$ cat src/rtl/mcm_pkg.sv
// Shared definitions for the multiple-constant-multiplier scheduler: default widths,
// the ID width helper, the result record and the per-requester constant table.
package mcm_pkg;

  localparam int unsigned X_W_DEF   = 8;
  localparam int unsigned OUT_W_DEF = 35;
  localparam int unsigned MAX_REQ   = 16;

  // Constant owned by each requester; the DSP wrapper selects one with dsp_sel.
  localparam int MCM_CONST [MAX_REQ] = '{
    12345, -3001, 86746874, 1000003, 77, -5, 1234567, -98765,
    31, 4096, -65536, 7777777, 3, -1, 555555, 24680
  };

  function automatic int unsigned id_width(input int unsigned n);
    return (n > 1) ? $clog2(n) : 1;
  endfunction

  typedef struct packed {
    logic [3:0]                  id;
    logic signed [OUT_W_DEF-1:0] data;
  } mcm_res_t;

endpackage

$ cat src/rtl/mcm_res_fifo.sv
// First-word-fall-through result FIFO with occupancy count; the head word reads as
// zero while empty so no stale data is visible after reset.
module mcm_res_fifo #(
  parameter int unsigned DEPTH = 3,
  parameter int unsigned WIDTH = 8
) (
  input  logic                         clk,
  input  logic                         rst,
  input  logic                         push,
  input  logic [WIDTH-1:0]             push_data,
  input  logic                         pop,
  output logic [WIDTH-1:0]             pop_data,
  output logic                         empty,
  output logic                         full,
  output logic [$clog2(DEPTH+1)-1:0]   count
);

  localparam int unsigned AW    = (DEPTH > 1) ? $clog2(DEPTH) : 1;
  localparam int unsigned CNT_W = $clog2(DEPTH + 1);

  logic [WIDTH-1:0] mem [DEPTH];
  logic [AW-1:0]    wr_ptr, rd_ptr;
  logic             do_push, do_pop;

  function automatic logic [AW-1:0] ptr_next(input logic [AW-1:0] p);
    return (p == AW'(DEPTH - 1)) ? '0 : p + AW'(1);
  endfunction

  assign empty    = (count == '0);
  assign full     = (count == CNT_W'(DEPTH));
  assign do_push  = push & ~full;
  assign do_pop   = pop & ~empty;
  assign pop_data = empty ? '0 : mem[rd_ptr];

  always_ff @(posedge clk) begin
    if (do_push) mem[wr_ptr] <= push_data;
  end

  always_ff @(posedge clk or posedge rst) begin
    if (rst) begin
      wr_ptr <= '0;
      rd_ptr <= '0;
      count  <= '0;
    end else begin
      if (do_push) wr_ptr <= ptr_next(wr_ptr);
      if (do_pop)  rd_ptr <= ptr_next(rd_ptr);
      case ({do_push, do_pop})
        2'b10:   count <= count + CNT_W'(1);
        2'b01:   count <= count - CNT_W'(1);
        default: count <= count;
      endcase
    end
  end

endmodule

$ cat src/rtl/mcm_dsp_scheduler.sv
// Round-robin scheduler sharing one constant-multiplier DSP slice among N_REQ requesters,
// with credit-based admission so every DSP result has a guaranteed FIFO slot.
module mcm_dsp_scheduler
  import mcm_pkg::*;
#(
  parameter int unsigned N_REQ   = 4,
  parameter int unsigned X_W     = X_W_DEF,
  parameter int unsigned OUT_W   = OUT_W_DEF,
  parameter int unsigned DSP_LAT = 1,
  parameter int unsigned FIFO_D  = DSP_LAT + 2,
  localparam int unsigned ID_W   = id_width(N_REQ)
) (
  input  logic                   clk,
  input  logic                   rst,
  input  logic [N_REQ-1:0]       req_valid,
  input  logic [N_REQ*X_W-1:0]   req_x,
  output logic [N_REQ-1:0]       req_ready,
  output logic [X_W-1:0]         dsp_x,
  output logic [ID_W-1:0]        dsp_sel,
  output logic                   dsp_vld,
  input  logic [OUT_W-1:0]       dsp_p,
  output logic                   res_valid,
  output logic [ID_W-1:0]        res_id,
  output logic [OUT_W-1:0]       res_data,
  input  logic                   res_ready
);

  localparam int unsigned CNT_W = $clog2(FIFO_D + 1);

  logic [ID_W-1:0]       last;
  logic [ID_W-1:0]       grant_id;
  logic [ID_W-1:0]       idx;
  logic                  grant_any;
  logic                  has_credit;
  logic [CNT_W:0]        used;
  logic [CNT_W-1:0]      inflight;
  logic [CNT_W-1:0]      fifo_count;
  logic                  fifo_full, fifo_empty, fifo_push;
  logic [ID_W+OUT_W-1:0] fifo_dout;
  logic [DSP_LAT-1:0]    tag_vld;
  logic [ID_W-1:0]       tag_id [DSP_LAT];

  // Registered occupancy only: a pop this cycle frees its credit next cycle, which keeps
  // res_ready out of the req_ready path.
  assign used       = {1'b0, fifo_count} + {1'b0, inflight};
  assign has_credit = (used < (CNT_W+1)'(FIFO_D)) && !fifo_full;

  always_comb begin
    grant_any = 1'b0;
    grant_id  = '0;
    idx       = '0;
    for (int k = 1; k <= int'(N_REQ); k++) begin
      idx = ID_W'((32'(last) + 32'(k)) % N_REQ);
      if (!grant_any && req_valid[idx]) begin
        grant_any = 1'b1;
        grant_id  = idx;
      end
    end
    if (!has_credit || rst) grant_any = 1'b0;
    req_ready = grant_any ? (N_REQ'(1) << grant_id) : '0;
  end

  always_ff @(posedge clk or posedge rst) begin
    if (rst) begin
      dsp_x   <= '0;
      dsp_sel <= '0;
      dsp_vld <= 1'b0;
      last    <= ID_W'(N_REQ - 1);
    end else begin
      dsp_vld <= grant_any;
      if (grant_any) begin
        dsp_x   <= req_x[grant_id*X_W +: X_W];
        dsp_sel <= grant_id;
        last    <= grant_id;
      end
    end
  end

  // Tags travel alongside the DSP pipeline so the ID lines up with dsp_p.
  always_ff @(posedge clk or posedge rst) begin
    if (rst) begin
      tag_vld <= '0;
      for (int k = 0; k < int'(DSP_LAT); k++) tag_id[k] <= '0;
    end else begin
      tag_vld[0] <= dsp_vld;
      tag_id[0]  <= dsp_sel;
      for (int k = 1; k < int'(DSP_LAT); k++) begin
        tag_vld[k] <= tag_vld[k-1];
        tag_id[k]  <= tag_id[k-1];
      end
    end
  end

  assign fifo_push = tag_vld[DSP_LAT-1];

  always_ff @(posedge clk or posedge rst) begin
    if (rst) begin
      inflight <= '0;
    end else begin
      case ({grant_any, fifo_push})
        2'b10:   inflight <= inflight + CNT_W'(1);
        2'b01:   inflight <= inflight - CNT_W'(1);
        default: inflight <= inflight;
      endcase
    end
  end

  mcm_res_fifo #(
    .DEPTH (FIFO_D),
    .WIDTH (ID_W + OUT_W)
  ) u_fifo (
    .clk       (clk),
    .rst       (rst),
    .push      (fifo_push),
    .push_data ({tag_id[DSP_LAT-1], dsp_p}),
    .pop       (res_ready & ~fifo_empty),
    .pop_data  (fifo_dout),
    .empty     (fifo_empty),
    .full      (fifo_full),
    .count     (fifo_count)
  );

  assign res_valid = ~fifo_empty;
  assign res_id    = fifo_dout[ID_W+OUT_W-1:OUT_W];
  assign res_data  = fifo_dout[OUT_W-1:0];

endmodule
$ cat config.mk
export PLATFORM = sky130hd
export DESIGN_NAME = mcm_dsp_scheduler
export DESIGN_NICKNAME = d
export VERILOG_FILES = /design/src/rtl/mcm_pkg.sv /design/src/rtl/mcm_res_fifo.sv /design/src/rtl/mcm_dsp_scheduler.sv
export SDC_FILE = /design/constraint.sdc
export NUM_CORES = 1
export LEC_CHECK = 0
export ABC_AREA = 1
export CAP_MARGIN = 20
export CORE_ASPECT_RATIO = 0.9
export CORE_MARGIN = 4
export CORE_UTILIZATION = 48
export CTS_CLUSTER_SIZE = 24
export DETAILED_ROUTE_END_ITERATION = 16
export PLACE_DENSITY = 0.76
export SLEW_MARGIN = 20
export SYNTH_ARGS = -nofsm -noshare
export SYNTH_HDL_FRONTEND = slang
export SYNTH_SLANG_ARGS = --single-unit
$ cat constraint.sdc
create_clock -name clk -period 8.25 [get_ports clk]
set_clock_uncertainty 0.1 [all_clocks]
set_input_delay 0.825 -clock clk [delete_from_list [all_inputs] [get_ports clk]]
set_output_delay 0.825 -clock clk [all_outputs]
set_load 0.005 [all_outputs]
==> impl_results.md <==
- Post-synth top area share: 55.4%
- Post-synthesis register bit count: 135
- Worst endpoint data arrival time: 3.75 ns
- Hold Violations, Final: 0
- VDD IR max: 223 uV
- Detailed placer's ending HPWL: 8.67 mm
- Wire per inst: 15.2 um
- # clock sinks: 135
- TritonCTS clock tree: yes
- Final min period: 4.68 ns
- Vias in the first global route: 4721
- CP max-delay cell: a21oi_1
- Die extent in x: 126 um
- Initial drt markers: 401
- Type of the worst setup path: in2out
- Syn_area_per_cell: 10.0 um^2
- First-pass GRT wire length: 22.2 mm
- Status: complete, no violations
- Max Freq: 0.214 GHz
- Placed inst area: 7410 um^2
- Net count, final: 802
- Antenna violations before repair: 0
- Post-synth EDFFs: 111
- Overall power: 3060 uW
- Syn Nets: 677
- Tot GR Track Use: 19.7%
- Via-to-Cell Ratio: 5.06
- Slew Limit Fails: 0
- Critical Path Most Common Cell: nand2_1
- # DRC: 0
- Top-count cell post-synth: nand2_1
- Routed WL: 13.7 mm
- Worst skew pair latency: 0.41 ns
- H-tree Lvls: 4
- Clk slew on worst S/H paths: 0.06 ns
- Syn Inst Count: 599
- P per Cell Area: 381 nW/um^2
- Chip height: 114 um
- Hold buffers post-CTS: 0
- Worst rel slew slack: 34.6%
- Final period util: 56.7%
- Leak Pwr: 0.00347 uW
- Clock buffer depth: 2
- Crit path capture type: primary output
- Max Cap Viol: 0
- Postcts setup bufs: 0
- # IOs: 127
- RD Place Congestion: 0.787
- Layout cells sized above 1: 6.92%
- Post-CTS Resized: 0
- Routed vias: 4536
- Root Buffer: clkbuf_16
- Diodes inserted: 0
- Worst EP required: 7.32 ns
- Top cells by area, synth: edfxtp_1, nand2_1, dfrtp_1
- Crit-path max FO: 11
- Ys async rst share: 17.8%
- Core ar.: 12200 um^2
- Initial Utilization: 49.4%
- Slowest stage delay, CP: 0.65 ns
- Post-Place Cells: 865
- DRT Pass-1 Iters: 5
- Largest area contributor in the netlist: edfxtp_1
- HP Class: reg2reg
- Largest net degree at the start of global routing: 40
- Final setup TNS: 0 ns
- Layout Cell Area excl Fill: 8040 um^2
- Worst slew pin tran: 0.982 ns
- CP startpoint kind: input pin
- Final Setup Violations: 0
- Ys Warns: 0
- Port-buffer cells: 126
- Sequential element share of the synthesized area: 65.4%
- Commonest cells in the netlist: nand2_1, edfxtp_1, inv_1
- Area growth syn-to-layout: 33.7%
- Top_reg_cell synth: edfxtp_1
- Post-route ant nets: 0
- Netlist cell types: 29
- Total gr overflow: 0
- Die area: 14400 um^2
- Syn Std Cell Area: 6010 um^2
- Worst path cell trace: clkdlybuf4s50_1 > inv_1 > nand2_1 > o21ai_0 > nand2_1 > o21ai_1 > o21ai_0 > nand2_1 > a21oi_1 > nand2_1 > nor2_1 > clkdlybuf4s50_1
- Layout Cells excl Fill: 897
- Total CTS buffers: 17
- Num rows: 38
- RSZ-0062 raised after global routing: no
[kinds of logic after synthesis]
logic type | synth area share, %
flops | 65.4
simple gates | 17.6
xor+xnor | 0.582
fa+ha+maj | 0.957
compound gates | 6.95
buf+inv | 8.49
[metrics by stage]
step                      hold WS, ns  util (%)  setup WS [ns]
after floorplan                 0.276         -           4.48
after global placement          0.297      60.9           3.98
after detailed placement        0.298      60.9           3.73
after CTS                       0.327      66.1           3.67
after global routing            0.340      66.1           3.43
final                           0.326      66.1           3.57
[state kept, by name (all words and copies together) (netlist names)]
register       cells
tag_id             2
fifo_push          1
u_fifo.count       2
dsp_x              8
dsp_sel            2
u_fifo.rd_ptr      2
last               2
u_fifo.wr_ptr      2
inflight           2
u_fifo.mem       111
dsp_vld            1
[layout make-up]
class                           count  area (um^2)
Sequential cell                   135         3940
Multi-Input combinational cell    334         1580
Fill cell                         906         4130
Clock inverter                     14          200
Timing Repair Buffer              131         1300
Tap cell                          160          200
Clock buffer                       18          429
Inverter                          105          397
[final timing paths]
path | startpoint | to | slack [ns] | cells after the start
setup / recovery | req_valid[1] | req_ready[2] | 3.57 | 12
setup reg to reg | u_fifo.count[0] | inflight[1] | 5.43 | 10
hold reg to reg | dsp_sel[0] | tag_id[0] | 0.33 | 0
min in group asynchronous | rst | dsp_x[3] | 0.89 | 2
max in group asynchronous | rst | tag_id[1] | 6.61 | 2
hold / removal | dsp_sel[0] | tag_id[0] | 0.33 | 0
[worst max-delay path, delay by kind of cell]
family / cells / cell delay, ns
and+or+nand+nor: 5 / 0.72
buffers and inverters: 3 / 1.07
AOI/OAI and AO/OA: 4 / 1.13
[cells in the final DEF, fill, tap and decap left out, drive strengths merged]
cell type,instances
bufinv,4
clkinvlp,3
or2,2
buf,5
a31oi,1
dfstp,2
ha,3
edfxtp,111
fa,1
dfrtp,22
clkbuf,18
inv,107
o21bai,2
o21ai,39
xnor2,4
nor2,21
a21oi,5
clkdlybuf4s50,126
nand2,188
nand3,42
o211ai,22
nor3,4
clkinv,5
[metal layers]
layer  vias to the layer above  routed length [um]  track usage, %  part of all wire, %
li1                       2202                   -               -                    -
met1                      2128                5540            22.5                   41
met2                       173                6980            35.6                   51
met3                        33                 917            5.36                  6.7
met4                         0                 233            7.51                  1.7
met5                         -                   0               0                    0
[power by group]
part	internal, uW	switching [uW]	total, uW	leakage [uW]
Sequential	871	84.0	955	0.00130
Combinational	562	759	1320	0.00188
Clock	508	277	785	0.000297
Total	1940	1120	3060	0.00347
No activity file was read; power rests on OpenSTA's default activity.
